==> src/rtl/div_sequencer.sv <==
// Iterative restoring divider for RV32IM DIV/DIVU/REM/REMU in the EX stage.
// Stalls the pipeline while busy and strobes DONE for one cycle with the result.
module div_sequencer #(
  parameter int XLEN = 32
) (
  input  logic            CLK,
  input  logic            RESET,
  input  logic            START,
  input  logic [1:0]      OP,
  input  logic [XLEN-1:0] OPERAND_A,
  input  logic [XLEN-1:0] OPERAND_B,
  input  logic            FLUSH,
  output logic            STALL,
  output logic            BUSY,
  output logic            DONE,
  output logic [XLEN-1:0] RESULT
);

  localparam int CW = $clog2(XLEN);
  localparam logic [XLEN-1:0] MIN_NEG = {1'b1, {(XLEN-1){1'b0}}};

  typedef enum logic [1:0] {S_IDLE, S_CALC, S_FIX, S_DONE} state_t;

  state_t                r_state, w_next;
  logic                  r_op_rem;
  logic                  r_neg_q, r_neg_r;
  logic [XLEN-1:0]       r_quo, r_div, r_rem, r_result;
  logic [CW-1:0]         r_cnt;
  logic                  r_busy, r_done;

  logic                  w_signed, w_sign_a, w_sign_b, w_div0, w_ovf, w_fast, w_issue;
  logic [XLEN:0]         w_shift;
  logic                  w_ge;
  logic [XLEN-1:0]       w_sub, w_quo_fix, w_rem_fix, w_fast_res;

  function automatic logic [XLEN-1:0] f_neg(input logic [XLEN-1:0] v);
    return ~v + {{(XLEN-1){1'b0}}, 1'b1};
  endfunction

  function automatic logic [XLEN-1:0] f_abs(input logic signed [XLEN-1:0] v, input logic en);
    return (en && (v < 0)) ? f_neg(v) : v;
  endfunction

  assign w_signed   = ~OP[0];
  assign w_sign_a   = w_signed & OPERAND_A[XLEN-1];
  assign w_sign_b   = w_signed & OPERAND_B[XLEN-1];
  assign w_div0     = (OPERAND_B == '0);
  assign w_ovf      = w_signed && (OPERAND_A == MIN_NEG) && (OPERAND_B == '1);
  assign w_fast     = w_div0 | w_ovf;
  assign w_issue    = (r_state == S_IDLE) & START & ~FLUSH;
  assign w_fast_res = w_div0 ? (OP[1] ? OPERAND_A : '1) : (OP[1] ? '0 : MIN_NEG);

  // The wide compare covers the bit shifted out of the remainder; the
  // difference itself always fits in XLEN bits when the compare succeeds.
  assign w_shift    = {r_rem, r_quo[XLEN-1]};
  assign w_ge       = (w_shift >= {1'b0, r_div});
  assign w_sub      = w_shift[XLEN-1:0] - r_div;
  assign w_quo_fix  = r_neg_q ? f_neg(r_quo) : r_quo;
  assign w_rem_fix  = r_neg_r ? f_neg(r_rem) : r_rem;

  always_comb begin
    w_next = r_state;
    case (r_state)
      S_IDLE:  if (START) w_next = w_fast ? S_DONE : S_CALC;
      S_CALC:  if (r_cnt == CW'(XLEN-1)) w_next = S_FIX;
      S_FIX:   w_next = S_DONE;
      S_DONE:  w_next = S_IDLE;
      default: w_next = S_IDLE;
    endcase
    if (FLUSH) w_next = S_IDLE;
  end

  always_ff @(posedge CLK or posedge RESET) begin
    if (RESET) begin
      r_state <= S_IDLE;
      r_busy  <= 1'b0;
      r_done  <= 1'b0;
    end else begin
      r_state <= w_next;
      r_busy  <= (w_next != S_IDLE);
      r_done  <= (w_next == S_DONE);
    end
  end

  always_ff @(posedge CLK or posedge RESET) begin
    if (RESET) begin
      r_op_rem <= 1'b0;
      r_neg_q  <= 1'b0;
      r_neg_r  <= 1'b0;
      r_quo    <= '0;
      r_div    <= '0;
      r_rem    <= '0;
      r_cnt    <= '0;
      r_result <= '0;
    end else if (!FLUSH) begin
      case (r_state)
        S_IDLE: if (START) begin
          r_op_rem <= OP[1];
          r_neg_q  <= w_sign_a ^ w_sign_b;
          r_neg_r  <= w_sign_a;
          r_quo    <= f_abs(OPERAND_A, w_signed);
          r_div    <= f_abs(OPERAND_B, w_signed);
          r_rem    <= '0;
          r_cnt    <= '0;
          if (w_fast) r_result <= w_fast_res;
        end
        S_CALC: begin
          r_rem <= w_ge ? w_sub : w_shift[XLEN-1:0];
          r_quo <= {r_quo[XLEN-2:0], w_ge};
          r_cnt <= r_cnt + CW'(1);
        end
        S_FIX:   r_result <= r_op_rem ? w_rem_fix : w_quo_fix;
        default: ;
      endcase
    end
  end

  assign STALL  = w_issue | (r_state == S_CALC) | (r_state == S_FIX);
  assign BUSY   = r_busy;
  assign DONE   = r_done;
  assign RESULT = r_result;

endmodule

==> config.mk <==
export PLATFORM = sky130hd
export DESIGN_NAME = div_sequencer
export DESIGN_NICKNAME = d
export VERILOG_FILES = /design/src/rtl/div_sequencer.sv
export SDC_FILE = /design/constraint.sdc
export NUM_CORES = 1
export LEC_CHECK = 0
export ABC_AREA = 1
export CELL_PAD_IN_SITES_DETAIL_PLACEMENT = 1
export CELL_PAD_IN_SITES_GLOBAL_PLACEMENT = 1
export CORE_ASPECT_RATIO = 1.25
export CORE_MARGIN = 3
export CORE_UTILIZATION = 30
export CTS_CLUSTER_DIAMETER = 30
export DETAILED_ROUTE_END_ITERATION = 8
export GPL_TIMING_DRIVEN = 1
export PLACE_DENSITY = 0.66
export SKIP_LAST_GASP = 1
export SYNTH_ARGS = -nofsm -noshare
export SYNTH_HDL_FRONTEND = slang
export SYNTH_SLANG_ARGS = --single-unit
==> constraint.sdc <==
create_clock -name CLK -period 10.8 [get_ports CLK]
set_input_delay 1.08 -clock CLK [delete_from_list [all_inputs] [get_ports CLK]]
set_output_delay 1.08 -clock CLK [all_outputs]
set_load 0.05 [all_outputs]
==> qor.yml, run 1 <==
drt:
  final_antenna_net_count: 0
  routedWlPerCell_um: 19.0
  detail_route.iter0.violations: 680
  route.vias.total: 14600
  iteration_count_of_the_initial_detailed_routing_pass: 5
  remaining_drc_errors: 0
  postRouteWirelength_um: 54200
  avgViaCountPerCell: 5.12
cells_and_area:
  postLayoutCoreUtil_pct: 35.8
  share_of_post_route_cells_with_drive_strength_above_1_pct: 3.78
  final_cell_count_no_fill: 2859
  num-nets-final: 2397
  flow.area_growth_from_synthesis_pct: 16.6
  mostFrequentLayoutCells: "sky130_fd_sc_hd__nand2_1 (700), sky130_fd_sc_hd__nand3_1 (308), sky130_fd_sc_hd__inv_1 (285), sky130_fd_sc_hd__nor2_1 (236), sky130_fd_sc_hd__o21ai_0 (168)"
  diodes: 0
  mostFrequentLayoutCell: "sky130_fd_sc_hd__nand2_1"
clock_network:
  clk_pin_slew_ns: 0.07
  cts_root_buf: "sky130_fd_sc_hd__clkbuf_16"
  cts_hold_buf: 0
  clockBufferDepth: 2
  cts-resized-gates: 0
  clock_tree_from_tritoncts: "yes"
  cts_made_buffers: 17
  clk-insertion-delay-late_ns: 0.46
  post_cts_buffers: 0
  cts_num_sinks: 140
  cts_max_level: 4
worst_setup_path:
  r2r-start: "r_rem[9]$_DFFE_PP0P_"
  slowest_stage: "sky130_fd_sc_hd__dfrtp_1"
  critical_path.cell_chain: "inv_1 -> nor2_1 -> buf_4 -> inv_2 -> nand3_1 -> clkdlybuf4s50_1"
  worstPathArrival_ns: 3.60
  timing.critical_path.slowest_cell_delay_ns: 0.94
  worst_r2r_endpoint: "r_rem[23]$_DFFE_PP0P_"
  worst-path-max-fanout: 28
  data_required_critical_path_ns: 9.72
  r2r_slack_ns: 7.13
  timing.critical_path.to_type: "output port"
  timing.setup.critical_path_class: "reg -> out"
  ff2ff_path_depth: 12
  cp-start-kind: "flip-flop"
outcome:
  outcome: "completed"
place:
  number_of_cells_in_the_design_after_placement: 2827
  place_ws_ns: 6.36
  detailedPlacementHpwl_um: 44000
  io_buffer_count: 104
  globalplace.congestion: 0.927
timing:
  finalHoldViolations: 0
  drv_slew: 0
  sum_neg_setup_slack_ns: 0
  timing.clock.skew_ns: 0.0129
  maximum_clock_frequency_mhz: 214
  unrepaired_setup_endpoints_after_global_routing: "false"
  setup_slack_ns: 6.12
  finalSetupViolations: 0
  worstMarginPinSlew_ns: 1.12
  finalCriticalPeriod_ns: 4.68
  timing.final.crit_share_pct: 43.4
  max-slew-margin-rel_pct: 24.9
global_routing:
  grt_first_pass_wirelength_um: 84500
  via_count_of_the_first_global_routing_pass: 15200
  grt_start_max_net_pins: 74
  global_route.usage.total_pct: 23.8
  grt_antenna_before_repair: 0
  overflow: 0
power_and_ir_drop:
  report.power.total_w: 0.00344
  cellPowerDensity_nw_per_um2: 226
  total_leakage_power_nw: 7.59
  power.ir.vdd_worst_v: 0.000137
floorplanning:
  chipHeight_um: 239
  top_level_ports: 105
  die_w_um: 193
  fp.dieArea_um2: 46100
  initial_core_util_pct: 30.7
  placeableCoreArea_um2: 42600
  row_count: 84
job:
  max-cap-violations: 0
min_path:
  hold_path_end: "RESULT[25]$_DFFE_PP0P_"
  holdCritStartpoint: "RESULT[25]$_DFFE_PP0P_"
  hold_path_depth: 2
  hold_class: "reg -> reg"
logic_synthesis:
  synth.net_count: 2336
  synth.yosys.warnings: 0
  yosys_register_bits: 140
  post_synth_instance_area_um2: 13100
  edff_count_synth: 0
  synth_async_sr_flop_share_pct: 100
  syn_avg_cell_area_um2: 5.87
  synth_cell_type_count: 43
  postSynthCellCount: 2226
  dominantRegCellSynth: "sky130_fd_sc_hd__dfrtp_1"
  seq_area_frac_synth_pct: 26.8
layout make-up:
class	instances	area [µm²]
flip-flops and latches	140	3500
inverters	292	1100
fillers	5657	27300
clock inverters	12	161
repair buffers	117	1140
well taps	559	699
multi-input cells	1719	8170
clock buffers	20	457
Yosys cell counts, types with 4 or more instances:
library cell / number / area [µm²]
sky130_fd_sc_hd__a21oi_1: 91 / 455
sky130_fd_sc_hd__buf_1: 8 / 30.0
sky130_fd_sc_hd__buf_2: 16 / 80.1
sky130_fd_sc_hd__buf_4: 6 / 45.0
sky130_fd_sc_hd__clkbuf_1: 45 / 169
sky130_fd_sc_hd__dfrtp_1: 140 / 3500
sky130_fd_sc_hd__ha_1: 39 / 488
sky130_fd_sc_hd__inv_1: 286 / 1070
sky130_fd_sc_hd__inv_2: 5 / 18.8
sky130_fd_sc_hd__nand2_1: 700 / 2630
sky130_fd_sc_hd__nand3_1: 309 / 1550
sky130_fd_sc_hd__nand3_2: 4 / 40.0
sky130_fd_sc_hd__nand3b_1: 7 / 52.6
sky130_fd_sc_hd__nand4_1: 29 / 181
sky130_fd_sc_hd__nor2_1: 240 / 901
sky130_fd_sc_hd__nor2_2: 9 / 56.3
sky130_fd_sc_hd__nor2_4: 5 / 56.3
sky130_fd_sc_hd__nor3_1: 20 / 100
sky130_fd_sc_hd__o211ai_1: 7 / 52.6
sky130_fd_sc_hd__o21ai_0: 168 / 841
sky130_fd_sc_hd__o21ai_1: 6 / 30.0
sky130_fd_sc_hd__o22ai_1: 5 / 31.3
sky130_fd_sc_hd__or2_2: 6 / 37.5
sky130_fd_sc_hd__xnor2_1: 21 / 184
sky130_fd_sc_hd__xor2_1: 23 / 201
worst max-delay path by stage:
stage / startpoint / slack, ns / depth (start not counted) / to
after floorplan: RESET / 5.97 / 1 / BUSY$_DFF_PP0_
after global placement: OPERAND_B[1] / 6.56 / 13 / RESULT[5]$_DFFE_PP0P_
after detailed placement: OPERAND_B[0] / 6.36 / 13 / RESULT[5]$_DFFE_PP0P_
after CTS: r_state[0]$_DFF_PP0_ / 6.12 / 6 / STALL
after global routing: r_state[0]$_DFF_PP0_ / 5.90 / 6 / STALL
final: r_state[0]$_DFF_PP0_ / 6.12 / 6 / STALL
power by group:
group	switching [W]	internal [W]
Clock	0.000261	0.000377
Combinational	0.00138	0.000627
Sequential	0.000148	0.000645
routing by layer:
layer	wire length, µm	track usage, %
met1	23200	28.4
met5	0	0
met3	1430	2.91
met2	27000	41.9
met4	2650	11.7
per-stage QoR:
stage	instance area, µm²	hold WS (ns)
2_1_floorplan	13100	0.449
3_3_place_gp	14600	0.470
3_5_place_dp	14600	0.466
4_1_cts	15200	0.484
5_1_grt	15200	0.507
6_report	15200	0.478
sequential cells by signal (all words and copies together) (netlist names), 2 cells and up:
signal   cells
r_cnt        5
r_div       32
r_rem       32
r_state      2
r_quo       32
RESULT      32
worst max-delay path, delay by kind of cell (launching register included):
kind,cells,cell delay [ns]
DFF,1,0.94
buffers and inverters,4,1.80
and+or+nand+nor,2,0.37
cell families (layout without fill, tap and decap cells):
logic type      count (synthesis)  after routing  share of synthesized area (%)
flops                         140            140                           26.8
buf+inv                       367            441                           10.9
fa+ha+maj                      40             40                           3.89
compound gates                292            292                           11.7
simple gates                 1343           1343                           43.8
xor+xnor                       44             44                           2.95
(Power assumes the default switching activity.)
==> run 2, diff against run 1 <==
- clock period: 10.8 -> 4.83 ns (I/O delays scaled with it)
==> run 2 against run 1 <==
Against the previous run: worst hold slack improved by 0.0011 ns; highest routed layer unchanged; sequential power up 120%; sequential share of layout area shrank 0.13 points; flip-flop and latch count unchanged; final area is 0.55% higher; non-clock buffer count up 7; combinational power increased by 130%; critical endpoint is now RESULT[21]$_DFFE_PP0P_; setup slack got worse by 4.5 ns; clock skew barely moved; utilization increased by 0.20 points; critical path depth is 7 higher.
==> qor.yml, run 2 (synthesized netlist as in run 1, its figures left out) <==
clock_network:
  clockBufferDepth: 2
  cts_root_buf: "sky130_fd_sc_hd__clkbuf_16"
  clk_pin_slew_ns: 0.07
  cts-resized-gates: 0
  clk-insertion-delay-late_ns: 0.46
  cts_hold_buf: 0
  post_cts_buffers: 0
  cts_max_level: 4
  cts_num_sinks: 140
  clock_tree_from_tritoncts: "yes"
  cts_made_buffers: 17
floorplanning:
  initial_core_util_pct: 30.7
  chipHeight_um: 239
  placeableCoreArea_um2: 42600
  die_w_um: 193
  top_level_ports: 105
  row_count: 84
  fp.dieArea_um2: 46100
timing:
  setup_slack_ns: 1.59
  sum_neg_setup_slack_ns: 0
  drv_slew: 0
  finalHoldViolations: 0
  max-slew-margin-rel_pct: 26.2
  timing.final.crit_share_pct: 67.0
  worstMarginPinSlew_ns: 1.11
  maximum_clock_frequency_mhz: 309
  unrepaired_setup_endpoints_after_global_routing: "false"
  finalSetupViolations: 0
  finalCriticalPeriod_ns: 3.24
  timing.clock.skew_ns: 0.0127
global_routing:
  global_route.usage.total_pct: 24.2
  grt_antenna_before_repair: 0
  via_count_of_the_first_global_routing_pass: 15200
  grt_first_pass_wirelength_um: 86800
  overflow: 0
  grt_start_max_net_pins: 95
worst_setup_path:
  cp-start-kind: "input pin"
  r2r-start: "r_rem[27]$_DFFE_PP0P_"
  critPathCapture: "RESULT[21]$_DFFE_PP0P_"
  worstPathArrival_ns: 3.63
  worst-path-max-fanout: 23
  ff2ff_path_depth: 12
  timing.critical_path.to_type: "flip-flop"
  cp-startpoint: "OPERAND_B[0]"
  timing.setup.critical_path_class: "in -> reg"
  worst_r2r_endpoint: "r_rem[19]$_DFFE_PP0P_"
  data_required_critical_path_ns: 5.22
  r2r_slack_ns: 1.63
power_and_ir_drop:
  power.ir.vdd_worst_v: 0.000304
  cellPowerDensity_nw_per_um2: 512
  total_leakage_power_nw: 7.65
cells_and_area:
  multi_input_area_um2: 8160
  mostFrequentLayoutCells: "sky130_fd_sc_hd__nand2_1 (700), sky130_fd_sc_hd__nand3_1 (308), sky130_fd_sc_hd__inv_1 (285), sky130_fd_sc_hd__nor2_1 (236), sky130_fd_sc_hd__o21ai_0 (168)"
  area.sequential_um2: 3500
  nFillCells: 5681
  num-nets-final: 2404
  mostFrequentLayoutCell: "sky130_fd_sc_hd__nand2_1"
  share_of_post_route_cells_with_drive_strength_above_1_pct: 4.12
  diodes: 0
  flow.area_growth_from_synthesis_pct: 17.2
drt:
  detail_route.iter0.violations: 881
  iteration_count_of_the_initial_detailed_routing_pass: 5
  postRouteWirelength_um: 55500
  metal1_wirelength_um: 23800
  top_layer: "met4"
  avgViaCountPerCell: 5.15
  wire_length_on_met3_um: 1510
  final_antenna_net_count: 0
  remaining_drc_errors: 0
  routedWlPerCell_um: 19.3
  route.vias.total: 14800
  met2_wirelength_um: 27900
job:
  max-cap-violations: 0
min_path:
  hold_class: "reg -> reg"
outcome:
  outcome: "completed"
place:
  globalplace.congestion: 0.971
  place_ws_ns: 1.09
  detailedPlacementHpwl_um: 44800
  io_buffer_count: 104
-- run 2: changes by cell type in the layout (fill, tap and decap cells not counted), sizes merged --
cell      previous run  this run
buf                 13        20
clkinvlp             3         0
inv                293       296
bufinv               3         4
clkbuf              20        19
-- run 2: metal layers --
| layer | vias to the layer above | global-route usage [%] |
|---|---|---|
| met3 | 81 | 2.68 |
| met1 | 7144 | 29.9 |
| li1 | 7265 | - |
| met4 | 0 | 9.45 |
| met2 | 266 | 43.0 |
| met5 | - | 0 |
-- run 2: area by class of cell --
cell class	instances	share of cell area [%]
well taps	559	4.57
repair buffers	124	7.78
inverters	292	7.19
clock buffers	19	2.96
clock inverters	13	1.32
flip-flops and latches	140	22.9
multi-input cells	1719	53.3
-- run 2: per-stage QoR --
stage	instance area, µm²	hold WS [ns]	cells	total power [W]	utilization [%]
final	15300	0.479	2866	0.00784	36.0
after global routing	15300	0.507	2866	0.00852	36.0
after CTS	15300	0.484	2866	0.00786	36.0
after detailed placement	14700	0.465	2834	0.00630	34.4
after global placement	14700	0.468	2834	0.00624	34.4
after floorplan	13100	0.449	2226	0.00485	-
-- run 2: how the worst min path moves through the flow --
stage,startpoint,endpoint,slack (ns),depth (start not counted)
3_5_place_dp,RESULT[25]$_DFFE_PP0P_,RESULT[25]$_DFFE_PP0P_,0.47,2
3_3_place_gp,RESULT[0]$_DFFE_PP0P_,RESULT[0]$_DFFE_PP0P_,0.47,2
6_report,RESULT[4]$_DFFE_PP0P_,RESULT[4]$_DFFE_PP0P_,0.48,2
2_1_floorplan,r_div[26]$_DFFE_PP0P_,r_div[26]$_DFFE_PP0P_,0.45,2
4_1_cts,RESULT[10]$_DFFE_PP0P_,RESULT[10]$_DFFE_PP0P_,0.48,2
5_1_grt,RESULT[20]$_DFFE_PP0P_,RESULT[20]$_DFFE_PP0P_,0.51,2
-- run 2: where the power goes --
group	internal [W]	switching (W)	leakage, nW
registers	0.00144	0.000322	1.80
clock network	0.000905	0.000608	0.321
logic	0.00141	0.00314	5.53
-- run 2: worst max-delay path: stages --
cell                              delay (ns)
sky130_fd_sc_hd__clkdlybuf4s50_1        0.45
sky130_fd_sc_hd__inv_1                  0.17
sky130_fd_sc_hd__ha_1                   0.27
sky130_fd_sc_hd__nand3_2                0.14
sky130_fd_sc_hd__nor2_4                 0.17
sky130_fd_sc_hd__nand3_1                0.17
sky130_fd_sc_hd__nor2_4                 0.44
sky130_fd_sc_hd__inv_2                  0.15
sky130_fd_sc_hd__nand3_2                0.14
sky130_fd_sc_hd__nand3_4                0.08
sky130_fd_sc_hd__inv_2                  0.42
sky130_fd_sc_hd__nand3_1                0.37
sky130_fd_sc_hd__nand2_1                0.15
==> run 3, diff against run 2 <==
- clock period: 4.83 -> 3.03 ns (I/O delays scaled with it)
==> run 3 against run 2 <==
Against the previous run: via count is 0.45% higher; flip-flop and latch count unchanged; largest power group unchanged; critical path type is now reg -> reg; largest cell class unchanged; power rose by 57%.
==> qor.yml, run 3 (synthesized netlist as in run 1, its figures left out) <==
outcome:
  outcome: "completed"
clock_network:
  cts-resized-gates: 0
  clockBufferDepth: 2
  cts_num_sinks: 140
  post_cts_buffers: 0
  clk_pin_slew_ns: 0.07
  cts_hold_buf: 0
  clk-insertion-delay-late_ns: 0.45
  clock_tree_from_tritoncts: "yes"
  cts_max_level: 4
  cts_made_buffers: 17
  cts_root_buf: "sky130_fd_sc_hd__clkbuf_16"
drt:
  final_antenna_net_count: 0
  routedWlPerCell_um: 19.4
  route.vias.total: 14800
  remaining_drc_errors: 0
  avgViaCountPerCell: 5.15
  postRouteWirelength_um: 55800
  detail_route.iter0.violations: 952
  iteration_count_of_the_initial_detailed_routing_pass: 5
worst_setup_path:
  timing.setup.critical_path_class: "reg -> reg"
  worst-path-max-fanout: 32
  timing.critical_path.to_type: "flip-flop"
  critical_path.cell_chain: "inv_1 -> ha_1 -> nand2_1 -> nor2_1 -> nand2_1 -> nor2_1 -> nand3_1 -> nand2_1 -> nor2_2 -> nand2_2 -> buf_12 -> nand3_1 -> nand3_1 -> nand2_1"
  path_delay_family: "simple AND/OR/NAND/NOR gates"
  r2r_slack_ns: 0.41
  cp-start-kind: "flip-flop"
  data_required_critical_path_ns: 3.36
  cp.buffers_inverters: 2
  slowest_stage: "sky130_fd_sc_hd__ha_1"
  timing.critical_path.slowest_cell_delay_ns: 0.42
  critPathMostFrequentCell: "sky130_fd_sc_hd__nand2_1"
  worstPathArrival_ns: 2.96
cells_and_area:
  postLayoutCoreUtil_pct: 36.0
  nFillCells: 5670
  share_of_post_route_cells_with_drive_strength_above_1_pct: 4.61
  multi_input_area_um2: 8160
  area.sequential_um2: 3500
  flow.area_growth_from_synthesis_pct: 17.4
  final_cell_count_no_fill: 2878
  num-nets-final: 2416
  mostFrequentLayoutCell: "sky130_fd_sc_hd__nand2_1"
  mostFrequentLayoutCells: "sky130_fd_sc_hd__nand2_1 (700), sky130_fd_sc_hd__nand3_1 (308), sky130_fd_sc_hd__inv_1 (285), sky130_fd_sc_hd__nor2_1 (236), sky130_fd_sc_hd__o21ai_0 (168)"
  diodes: 0
floorplanning:
  placeableCoreArea_um2: 42600
  row_count: 84
  top_level_ports: 105
  die_w_um: 193
  chipHeight_um: 239
  fp.dieArea_um2: 46100
  initial_core_util_pct: 30.7
global_routing:
  via_count_of_the_first_global_routing_pass: 15300
  grt_start_max_net_pins: 140
  grt_first_pass_wirelength_um: 86900
  overflow: 0
  global_route.usage.total_pct: 24.3
  grt_antenna_before_repair: 0
timing:
  unrepaired_setup_endpoints_after_global_routing: "false"
  drv_slew: 0
  maximum_clock_frequency_mhz: 381
  sum_neg_setup_slack_ns: 0
  finalSetupViolations: 0
  finalCriticalPeriod_ns: 2.62
  worstMarginPinSlew_ns: 1.01
  max-slew-margin-rel_pct: 32.4
  timing.clock.skew_ns: 0.0120
  finalHoldViolations: 0
  timing.final.crit_share_pct: 86.5
power_and_ir_drop:
  total_leakage_power_nw: 7.67
  report.power.total_w: 0.0123
  cellPowerDensity_nw_per_um2: 803
  power.ir.vdd_worst_v: 0.000425
place:
  io_buffer_count: 104
  globalplace.congestion: 0.937
  number_of_cells_in_the_design_after_placement: 2846
  detailedPlacementHpwl_um: 45300
job:
  max-cap-violations: 0
min_path:
  hold_class: "in -> async"
[run 3: power breakdown]
group | total (W) | switching [W] | internal [W]
Clock | 0.00207 | 0.000944 | 0.00112
Sequential | 0.00284 | 0.000538 | 0.00230
Combinational | 0.00741 | 0.00507 | 0.00234
Total | 0.0123 | 0.00655 | 0.00576
[run 3: worst paths after layout]
kind,cells after the start,from,to
setup / recovery,14,r_div[2]$_DFFE_PP0P_,r_rem[22]$_DFFE_PP0P_
min in group CLK,2,RESULT[4]$_DFFE_PP0P_,RESULT[4]$_DFFE_PP0P_
setup reg to reg,14,r_div[2]$_DFFE_PP0P_,r_rem[22]$_DFFE_PP0P_
hold / removal,2,RESET,r_op_rem$_DFFE_PP0P_
hold reg to reg,2,RESULT[4]$_DFFE_PP0P_,RESULT[4]$_DFFE_PP0P_
max in group asynchronous,3,RESET,r_div[8]$_DFFE_PP0P_
[run 3: per-layer routing]
layer	track usage, %	wire [µm]	vias to the layer above
li1	-	-	7306
met2	44.1	28600	224
met1	30.0	24100	7219
met5	0	0	-
met3	2.23	1400	73
met4	8.19	1720	0
[run 3: cell type report]
type | instances | area share [%]
timing repair buffer | 136 | 8.58
inverter | 292 | 7.17
clock inverter | 11 | 0.563
multi-input combinational | 1719 | 53.2
sequential | 140 | 22.8
tap | 559 | 4.56
clock buffer | 21 | 3.07
[run 3: metrics by stage]
stage	cell area, µm²	setup WS (ns)	hold slack, ns
after floorplan	13100	0.978	0.449
after global placement	14800	0.247	0.470
after detailed placement	14800	0.185	0.468
after CTS	15300	0.408	0.147
after global routing	15300	0.255	0.160
final	15300	0.408	0.130
[run 3: worst reg2reg max path: cells and delay by family, from the launching register on]
kind | cells | cell delay, ns
adders and majority gates | 1 | 0.42
and+or+nand+nor | 11 | 1.42
DFF | 1 | 0.35
buffers and inverters | 2 | 0.32
